--- src/rtl/iterative_divider.sv ---
// ---------------------------------------------------------------------------
// iterative_divider
//   Multi-cycle restoring shift-subtract integer divider, one quotient bit
//   per clock, fixed latency of WIDTH+1 cycles from accept to o_done
//   (1 cycle for a zero divisor). Results and the divide-by-zero flag are
//   held until the next completion.
//
//   Optional build macro:
//     DIVIDER_SIGNED_EN - operands are two's complement; quotient truncates
//                         toward zero and the remainder takes the dividend's
//                         sign. Undefined: pure unsigned, no sign logic.
// ---------------------------------------------------------------------------
module iterative_divider #(
    parameter int WIDTH = 32
) (
    input  logic             i_clk,
    input  logic             i_rst,
    input  logic             i_start,
    input  logic [WIDTH-1:0] i_dividend,
    input  logic [WIDTH-1:0] i_divisor,
    output logic             o_busy,
    output logic             o_done,
    output logic [WIDTH-1:0] o_quotient,
    output logic [WIDTH-1:0] o_remainder,
    output logic             o_div_by_zero
);

    localparam int CNT_W = (WIDTH > 2) ? $clog2(WIDTH) : 1;
    localparam logic [CNT_W-1:0] LAST_CNT = CNT_W'(WIDTH - 1);

    typedef enum logic [1:0] {
        S_IDLE,
        S_CALC,
        S_DONE
    } state_t;

    state_t state_q, state_d;

    // Iteration registers: shifting dividend, latched divisor, partial
    // remainder, partial quotient and bit counter.
    logic [WIDTH-1:0] dvd_q;
    logic [WIDTH-1:0] dsr_q;
    logic [WIDTH-1:0] rem_q;
    logic [WIDTH-1:0] quo_q;
    logic [CNT_W-1:0] cnt_q;

    // Held results.
    logic [WIDTH-1:0] quotient_q;
    logic [WIDTH-1:0] remainder_q;
    logic             dbz_q;

    logic             accept;
    logic             divisor_zero;
    logic             last_iter;

    logic [WIDTH-1:0] dvd_load;
    logic [WIDTH-1:0] dsr_load;

    logic [WIDTH:0]   rem_t;
    logic [WIDTH:0]   rem_diff;
    logic             rem_ge;
    logic [WIDTH-1:0] rem_step;
    logic [WIDTH-1:0] quo_step;
    logic [WIDTH-1:0] quo_final;
    logic [WIDTH-1:0] rem_final;

    assign accept       = (state_q == S_IDLE) && i_start;
    assign divisor_zero = (i_divisor == '0);
    assign last_iter    = (cnt_q == LAST_CNT);

`ifdef DIVIDER_SIGNED_EN
    // Sign of the result parts, captured at accept.
    logic quo_neg_q;
    logic rem_neg_q;

    // Magnitudes of the two's complement operands; MIN maps onto itself,
    // which is the correct unsigned magnitude 2**(WIDTH-1).
    always_comb begin
        dvd_load = i_dividend[WIDTH-1] ? (~i_dividend + 1'b1) : i_dividend;
        dsr_load = i_divisor[WIDTH-1]  ? (~i_divisor + 1'b1)  : i_divisor;
    end

    // Sign flags follow the operands on accept and are otherwise held.
    always_ff @(posedge i_clk) begin
        if (i_rst) begin
            quo_neg_q <= 1'b0;
            rem_neg_q <= 1'b0;
        end else if (accept) begin
            quo_neg_q <= i_dividend[WIDTH-1] ^ i_divisor[WIDTH-1];
            rem_neg_q <= i_dividend[WIDTH-1];
        end
    end
`else
    assign dvd_load = i_dividend;
    assign dsr_load = i_divisor;
`endif

    // One restoring step: shift the next dividend bit into the remainder and
    // subtract the divisor when it fits. The extra top bit keeps the compare
    // exact even when the remainder's MSB is set.
    always_comb begin
        rem_t    = {rem_q, dvd_q[WIDTH-1]};
        rem_diff = rem_t - {1'b0, dsr_q};
        rem_ge   = (rem_t >= {1'b0, dsr_q});
        rem_step = rem_ge ? rem_diff[WIDTH-1:0] : rem_t[WIDTH-1:0];
        quo_step = {quo_q[WIDTH-2:0], rem_ge};
    end

    // Final results from the last step, with sign correction when enabled.
    always_comb begin
`ifdef DIVIDER_SIGNED_EN
        quo_final = quo_neg_q ? (~quo_step + 1'b1) : quo_step;
        rem_final = rem_neg_q ? (~rem_step + 1'b1) : rem_step;
`else
        quo_final = quo_step;
        rem_final = rem_step;
`endif
    end

    // State register.
    always_ff @(posedge i_clk) begin
        // NOTE: sequential state uses non-blocking assignments so every
        // register samples the pre-edge values of the others.
        if (i_rst) begin
            state_q <= S_IDLE;
        end else begin
            state_q <= state_d;
        end
    end

    // Next-state logic.
    always_comb begin
        // NOTE: default first, so no path through this block infers a latch.
        state_d = state_q;
        unique case (state_q)
            S_IDLE: if (i_start) state_d = divisor_zero ? S_DONE : S_CALC;
            S_CALC: if (last_iter) state_d = S_DONE;
            S_DONE: state_d = S_IDLE;
            default: state_d = S_IDLE;
        endcase
    end

    // FSM outputs: busy outside IDLE, done for the single DONE cycle.
    always_comb begin
        o_busy = (state_q != S_IDLE);
        o_done = (state_q == S_DONE);
    end

    // Datapath: load on accept, iterate in CALC, capture results on the
    // final step. Late i_start and operand changes are ignored while busy.
    always_ff @(posedge i_clk) begin
        if (i_rst) begin
            dvd_q       <= '0;
            dsr_q       <= '0;
            rem_q       <= '0;
            quo_q       <= '0;
            cnt_q       <= '0;
            quotient_q  <= '0;
            remainder_q <= '0;
            dbz_q       <= 1'b0;
        end else if (accept) begin
            dvd_q <= dvd_load;
            dsr_q <= dsr_load;
            rem_q <= '0;
            quo_q <= '0;
            cnt_q <= '0;
            if (divisor_zero) begin
                quotient_q  <= '1;
                remainder_q <= i_dividend;
                dbz_q       <= 1'b1;
            end
        end else if (state_q == S_CALC) begin
            dvd_q <= {dvd_q[WIDTH-2:0], 1'b0};
            rem_q <= rem_step;
            quo_q <= quo_step;
            cnt_q <= cnt_q + 1'b1;
            if (last_iter) begin
                quotient_q  <= quo_final;
                remainder_q <= rem_final;
                dbz_q       <= 1'b0;
            end
        end
    end

    assign o_quotient    = quotient_q;
    assign o_remainder   = remainder_q;
    assign o_div_by_zero = dbz_q;

endmodule

--- config.mk ---
export PLATFORM = sky130hd
export DESIGN_NAME = iterative_divider
export DESIGN_NICKNAME = d
export VERILOG_FILES = /design/src/rtl/iterative_divider.sv
export SDC_FILE = /design/constraint.sdc
export NUM_CORES = 1
export LEC_CHECK = 0
export CAP_MARGIN = 20
export CORE_UTILIZATION = 59
export DETAILED_ROUTE_END_ITERATION = 16
export PLACE_DENSITY = 0.85
export SETUP_SLACK_MARGIN = 0.05
export SYNTH_ARGS = -nofsm -noshare
export SYNTH_HDL_FRONTEND = slang
export SYNTH_SLANG_ARGS = --single-unit
--- constraint.sdc ---
create_clock -name i_clk -period 6.7 [get_ports i_clk]
set_input_delay 1.34 -clock i_clk [delete_from_list [all_inputs] [get_ports i_clk]]
set_output_delay 1.34 -clock i_clk [all_outputs]
set_load 0.05 [all_outputs]
==> out/qor_table.md <==
| Step | Result | Value |
|---|---|---|
| sta | Worst hold slack | 455 ps |
| routing | Starting DRC count in detailed routing | 770 |
| final layout | # fillers | 1261 |
| routing | Count of TritonRoute iterations in the first routing pass | 5 |
| die | Die X | 129 um |
| final layout | Antenna Diode Count | 0 |
| global route | Pin count of the biggest net entering global routing | 79 |
| critical path | Most Frequent Cell on Critical Path | sky130_fd_sc_hd__nor2_1 |
| die | Row count | 46 |
| cts | Post-CTS setup-driven buffer insertion count | 0 |
| die | Total Die Area | 16600 um^2 |
| critical path | Cell Chain, Critical Path | clkdlybuf4s50_1 > nor4_1 > nand4_1 > nor2_1 > nand2_1 > nand2_2 > buf_4 > nor2_1 > nor3_1 > o31ai_1 > a31oi_1 |
| placed design | IO Port Bufs | 133 |
| global route | Gr usage total | 0.313 |
| critical path | Start point of the critical path | i_divisor[0] |
| synthesis | Number of distinct library cells after synthesis | 59 |
| synthesis | Synthesized net count | 1330 |
| sta | Worst-Margin Slew | 987 ps |
| synthesis | Number of synthesized flops with an enable pin | 0 |
| die | Chip height | 129 um |
| routing | Mean routed wirelength per cell | 16.3 um |
| critical path | Crit Path Max Fanout | 34 |
| placed design | Routability-driven placement congestion ratio | 0.931 |
| critical path | Arrival time reported for the critical path endpoint | 4480 ps |
| sta | Final Skew | 10.0 ps |
| critical path | Worst path required time | 7070 ps |
| final layout | Ratio of cells with drive above 1 in the final layout | 0.0511 |
| sta | Headroom to the max-slew limit | 0.341 |
| sta | Final worst-path cycle share | 0.614 |
| global route | Global-route wire length before repair | 41000 um |
| cts | Number of instances resized during post-cts repair | 0 |
| die | Placeable core area | 15800 um^2 |
| placed design | Number of placed cells counting well taps | 1494 |
| sta | Max-slew violation total from the final report | 0 |
| die | Initial Util | 0.601 |
| routing | Vias per inst | 5.94 |
| placed design | Total half-perimeter wirelength after legalization and detailed placement | 17200 um |
| pwr | Static leakage power | 4.21 nW |
| cts | Root buffer selected by CTS | sky130_fd_sc_hd__clkbuf_16 |
| critical path | Crit start category | input port |
| pwr | Power per cell area | 272 nW/um^2 |
| synthesis | Synth Register Bits | 199 |
| cts | Count of clock tree sinks | 199 |
| sta | TNS Setup | 0 ps |
| sta | Number of failing setup endpoints in the final timing report | 0 |
| synthesis | Commonest register cell after synthesis | sky130_fd_sc_hd__dfxtp_1 |
| worst hold path | Hold WC Path Type | flop to flop |
| synthesis | Post-synthesis instance total | 1228 |
| sta | Minimum clock period after layout | 4110 ps |
| critical path | CP Capture Type | flop |
| cts | Clock slew at the register clock pins of the worst setup and hold paths | 80 ps |
| global route | Number of global-route vias before repair | 8454 |
| flow run | Reported max-cap violation count | 0 |
| die | I/O Pins | 134 |
| global route | Antenna violations before repair | 0 |
| synthesis | Synth Cell Area | 9510 um^2 |
| synthesis | Synthesis warning total | 0 |
| outcome | Outcome | complete, no violations |
| cts | Clk_lat worst skew | 440 ps |
| routing | Routed WL | 24900 um |
| cts | Number of buffers created by CTS | 17 |
| critical path | Worst path top cell family by delay | simple AND/OR/NAND/NOR gates |
| critical path | Launch instance of the worst register-to-register path | dsr_q[9]$_SDFFE_PP0P_ |
| critical path | Critical path buffer and inverter count | 2 |
| synthesis | Async set-or-reset flop fraction in the synthesized netlist | 0 |
| final layout | Final std cells w/o fill | 1526 |
| routing | Via total after detailed routing | 9057 |
| critical path | Delay contributed by the slowest stage of the critical path | 510 ps |
| cts | Maximum level of the CTS H-tree | 4 |
| final layout | Area of all placed cells without fillers | 11500 um^2 |
| final layout | Utilization after layout | 0.725 |
| sta | Hold Vio Cnt, Final | 0 |
| sta | Setup repair after global routing missed its margin | false |
| final layout | Number of nets in the layout | 1399 |
| routing | Antenna-violating nets left | 0 |
| synthesis | Seq/Total Area, Yosys | 0.419 |
| synthesis | Syn Area/Cell | 7.75 um^2 |
| cts | Number of buffers on the longest clock path | 2 |
| sta | Highest achievable clock rate | 243 MHz |
| placed design | Placed cell areas | 10900 um^2 |
| worst hold path | Critical hold path startpoint | dsr_q[22]$_SDFFE_PP0P_ |
| pwr | Worst ir drop on vdd | 0.215 mV |
| routing | # DRC | 0 |
| cts | Hold-fix buffers at CTS | 0 |
| cts | Clock tree from TritonCTS | yes |
| final layout | Relative area change from synthesis to final layout | 20.6% |
| global route | Congestion Overflow GR | 0 |
| critical path | Critical path start-end classification | input port to flop |
| critical path | Cell at the slowest stage of the critical path | sky130_fd_sc_hd__nor4_1 |
## placed cells by master, fill, tap and decap left out, types with 5 or more instances in the layout
| cell | n |
|---|---|
| sky130_fd_sc_hd__nand2_1 | 237 |
| sky130_fd_sc_hd__dfxtp_1 | 199 |
| sky130_fd_sc_hd__a211oi_1 | 9 |
| sky130_fd_sc_hd__inv_6 | 5 |
| sky130_fd_sc_hd__nor2_1 | 92 |
| sky130_fd_sc_hd__nor4_1 | 10 |
| sky130_fd_sc_hd__clkdlybuf4s50_1 | 132 |
| sky130_fd_sc_hd__clkbuf_16 | 17 |
| sky130_fd_sc_hd__buf_4 | 13 |
| sky130_fd_sc_hd__nand3_1 | 11 |
| sky130_fd_sc_hd__mux2i_1 | 10 |
| sky130_fd_sc_hd__o31ai_1 | 5 |
| sky130_fd_sc_hd__a221oi_1 | 23 |
| sky130_fd_sc_hd__a31oi_1 | 9 |
| sky130_fd_sc_hd__nor2b_1 | 5 |
| sky130_fd_sc_hd__o21ai_1 | 22 |
| sky130_fd_sc_hd__xnor2_1 | 20 |
| sky130_fd_sc_hd__nand2b_1 | 6 |
| sky130_fd_sc_hd__ha_1 | 34 |
| sky130_fd_sc_hd__a21oi_1 | 158 |
| sky130_fd_sc_hd__a21o_1 | 10 |
| sky130_fd_sc_hd__or3_1 | 5 |
| sky130_fd_sc_hd__inv_1 | 42 |
| sky130_fd_sc_hd__a221oi_2 | 5 |
| sky130_fd_sc_hd__nor3_1 | 40 |
| sky130_fd_sc_hd__a22oi_1 | 31 |
| sky130_fd_sc_hd__nand4_1 | 14 |
| sky130_fd_sc_hd__xor2_1 | 10 |
| sky130_fd_sc_hd__o21ai_0 | 71 |
## registers in the layout, summed over array words and instances (netlist names)
register,count
cnt_q,5
dsr_q,32
dvd_q,32
o_div_by_zero,1
o_quotient,32
o_remainder,32
quo_q,31
rem_q,32
state_q,2
## metrics by stage
step | power (mW) | setup slack, ps
floorplan | 1.86 | 3740
global placement | 2.05 | 2330
detailed placement | 2.07 | 2170
CTS | 3.12 | 2620
global route | 3.26 | 2420
finish | 3.12 | 2590
## cell families after synthesis
| kind of cell | count (synthesis) | synth area share |
|---|---|---|
| buf+inv | 138 | 0.0583 |
| xor+xnor | 30 | 0.0276 |
| mux | 10 | 0.0105 |
| flops | 199 | 0.419 |
| fa+ha+maj | 35 | 0.0468 |
| compound gates | 374 | 0.240 |
| simple gates | 442 | 0.198 |
## layout make-up
cell class / instances / area, um^2 / share of cell area
flip-flops and latches: 199 / 3980 / 0.347
repair buffers: 146 / 1450 / 0.126
clock inverters: 15 / 194 / 0.0169
inverters: 42 / 158 / 0.0137
clock buffers: 17 / 425 / 0.0371
multi-input cells: 891 / 5000 / 0.435
well taps: 216 / 270 / 0.0236
## routing by layer
| layer | wire length, um | GRT usage |
|---|---|---|
| met5 | 0 | 0 |
| met4 | 1190 | 0.177 |
| met2 | 12300 | 0.530 |
| met1 | 10300 | 0.374 |
| met3 | 1130 | 0.0570 |
## final timing paths
check                                 end  slack (ps)  cells past startpoint
min                dsr_q[22]$_SDFFE_PP0P_         450                      2
max reg2reg  o_remainder[15]$_SDFFE_PP0P_        2940                     11
min reg2reg        dsr_q[22]$_SDFFE_PP0P_         450                      2
max          o_remainder[29]$_SDFFE_PP0P_        2590                     11
## where the power goes
group	leakage (nW)	switching, mW	internal [mW]
Clock	0.298	0.514	0.542
Combinational	2.29	0.512	0.302
Sequential	1.62	0.0288	1.22
## synth_stat cells (2+ instances only)
master                        n  area (um^2)
sky130_fd_sc_hd__a21o_1      10         75.1
sky130_fd_sc_hd__buf_4        2         15.0
sky130_fd_sc_hd__o21ai_1     22          110
sky130_fd_sc_hd__dfxtp_1    199         3980
sky130_fd_sc_hd__o21ai_0     71          355
sky130_fd_sc_hd__a31oi_1      9         56.3
sky130_fd_sc_hd__a221oi_1    23          201
sky130_fd_sc_hd__and4_1       2         17.5
sky130_fd_sc_hd__o31ai_1      5         37.5
sky130_fd_sc_hd__nor4_1      10         62.6
sky130_fd_sc_hd__o31a_1       2         17.5
sky130_fd_sc_hd__a22oi_1     31          233
sky130_fd_sc_hd__and3_1       4         25.0
sky130_fd_sc_hd__mux2i_1     10          100
sky130_fd_sc_hd__a21oi_1    159          796
sky130_fd_sc_hd__nand2_1    239          897
sky130_fd_sc_hd__nor2_1      94          353
sky130_fd_sc_hd__inv_1       42          158
sky130_fd_sc_hd__nand2b_1     6         37.5
sky130_fd_sc_hd__ha_1        34          425
sky130_fd_sc_hd__nand4_1     14         87.6
sky130_fd_sc_hd__o21a_1       4         30.0
sky130_fd_sc_hd__o21bai_1     2         15.0
sky130_fd_sc_hd__a211oi_1     9         67.6
sky130_fd_sc_hd__and2_1       2         12.5
sky130_fd_sc_hd__buf_2       10         50.1
sky130_fd_sc_hd__nor3_1      40          200
sky130_fd_sc_hd__nor2b_1      6         37.5
sky130_fd_sc_hd__clkbuf_1    77          289
sky130_fd_sc_hd__a221o_1      2         20.0
sky130_fd_sc_hd__buf_1        4         15.0
sky130_fd_sc_hd__o2111ai_1    2         17.5
sky130_fd_sc_hd__xor2_1      10         87.6
sky130_fd_sc_hd__nand3_1     11         55.1
sky130_fd_sc_hd__a221oi_2     5         75.1
sky130_fd_sc_hd__a311oi_1     2         17.5
sky130_fd_sc_hd__o41ai_1      2         17.5
sky130_fd_sc_hd__xnor2_1     20          175
sky130_fd_sc_hd__or2_2        3         18.8
sky130_fd_sc_hd__buf_6        2         22.5
sky130_fd_sc_hd__a211oi_2     2         25.0
sky130_fd_sc_hd__o211ai_1     4         30.0
sky130_fd_sc_hd__or3_1        5         31.3
## worst reg2reg max path: stages, from the launching register on
cell and delay (ps):
sky130_fd_sc_hd__dfxtp_1 330, sky130_fd_sc_hd__inv_1 50, sky130_fd_sc_hd__ha_1 430, sky130_fd_sc_hd__nand4_1 210, sky130_fd_sc_hd__nor4_1 300, sky130_fd_sc_hd__o21ai_1 150, sky130_fd_sc_hd__and4_4 230, sky130_fd_sc_hd__o31a_1 400
sky130_fd_sc_hd__o31ai_4 280, sky130_fd_sc_hd__buf_4 550, sky130_fd_sc_hd__mux2i_1 550, sky130_fd_sc_hd__a211oi_1 140
Power figures use the tool's default switching activity.
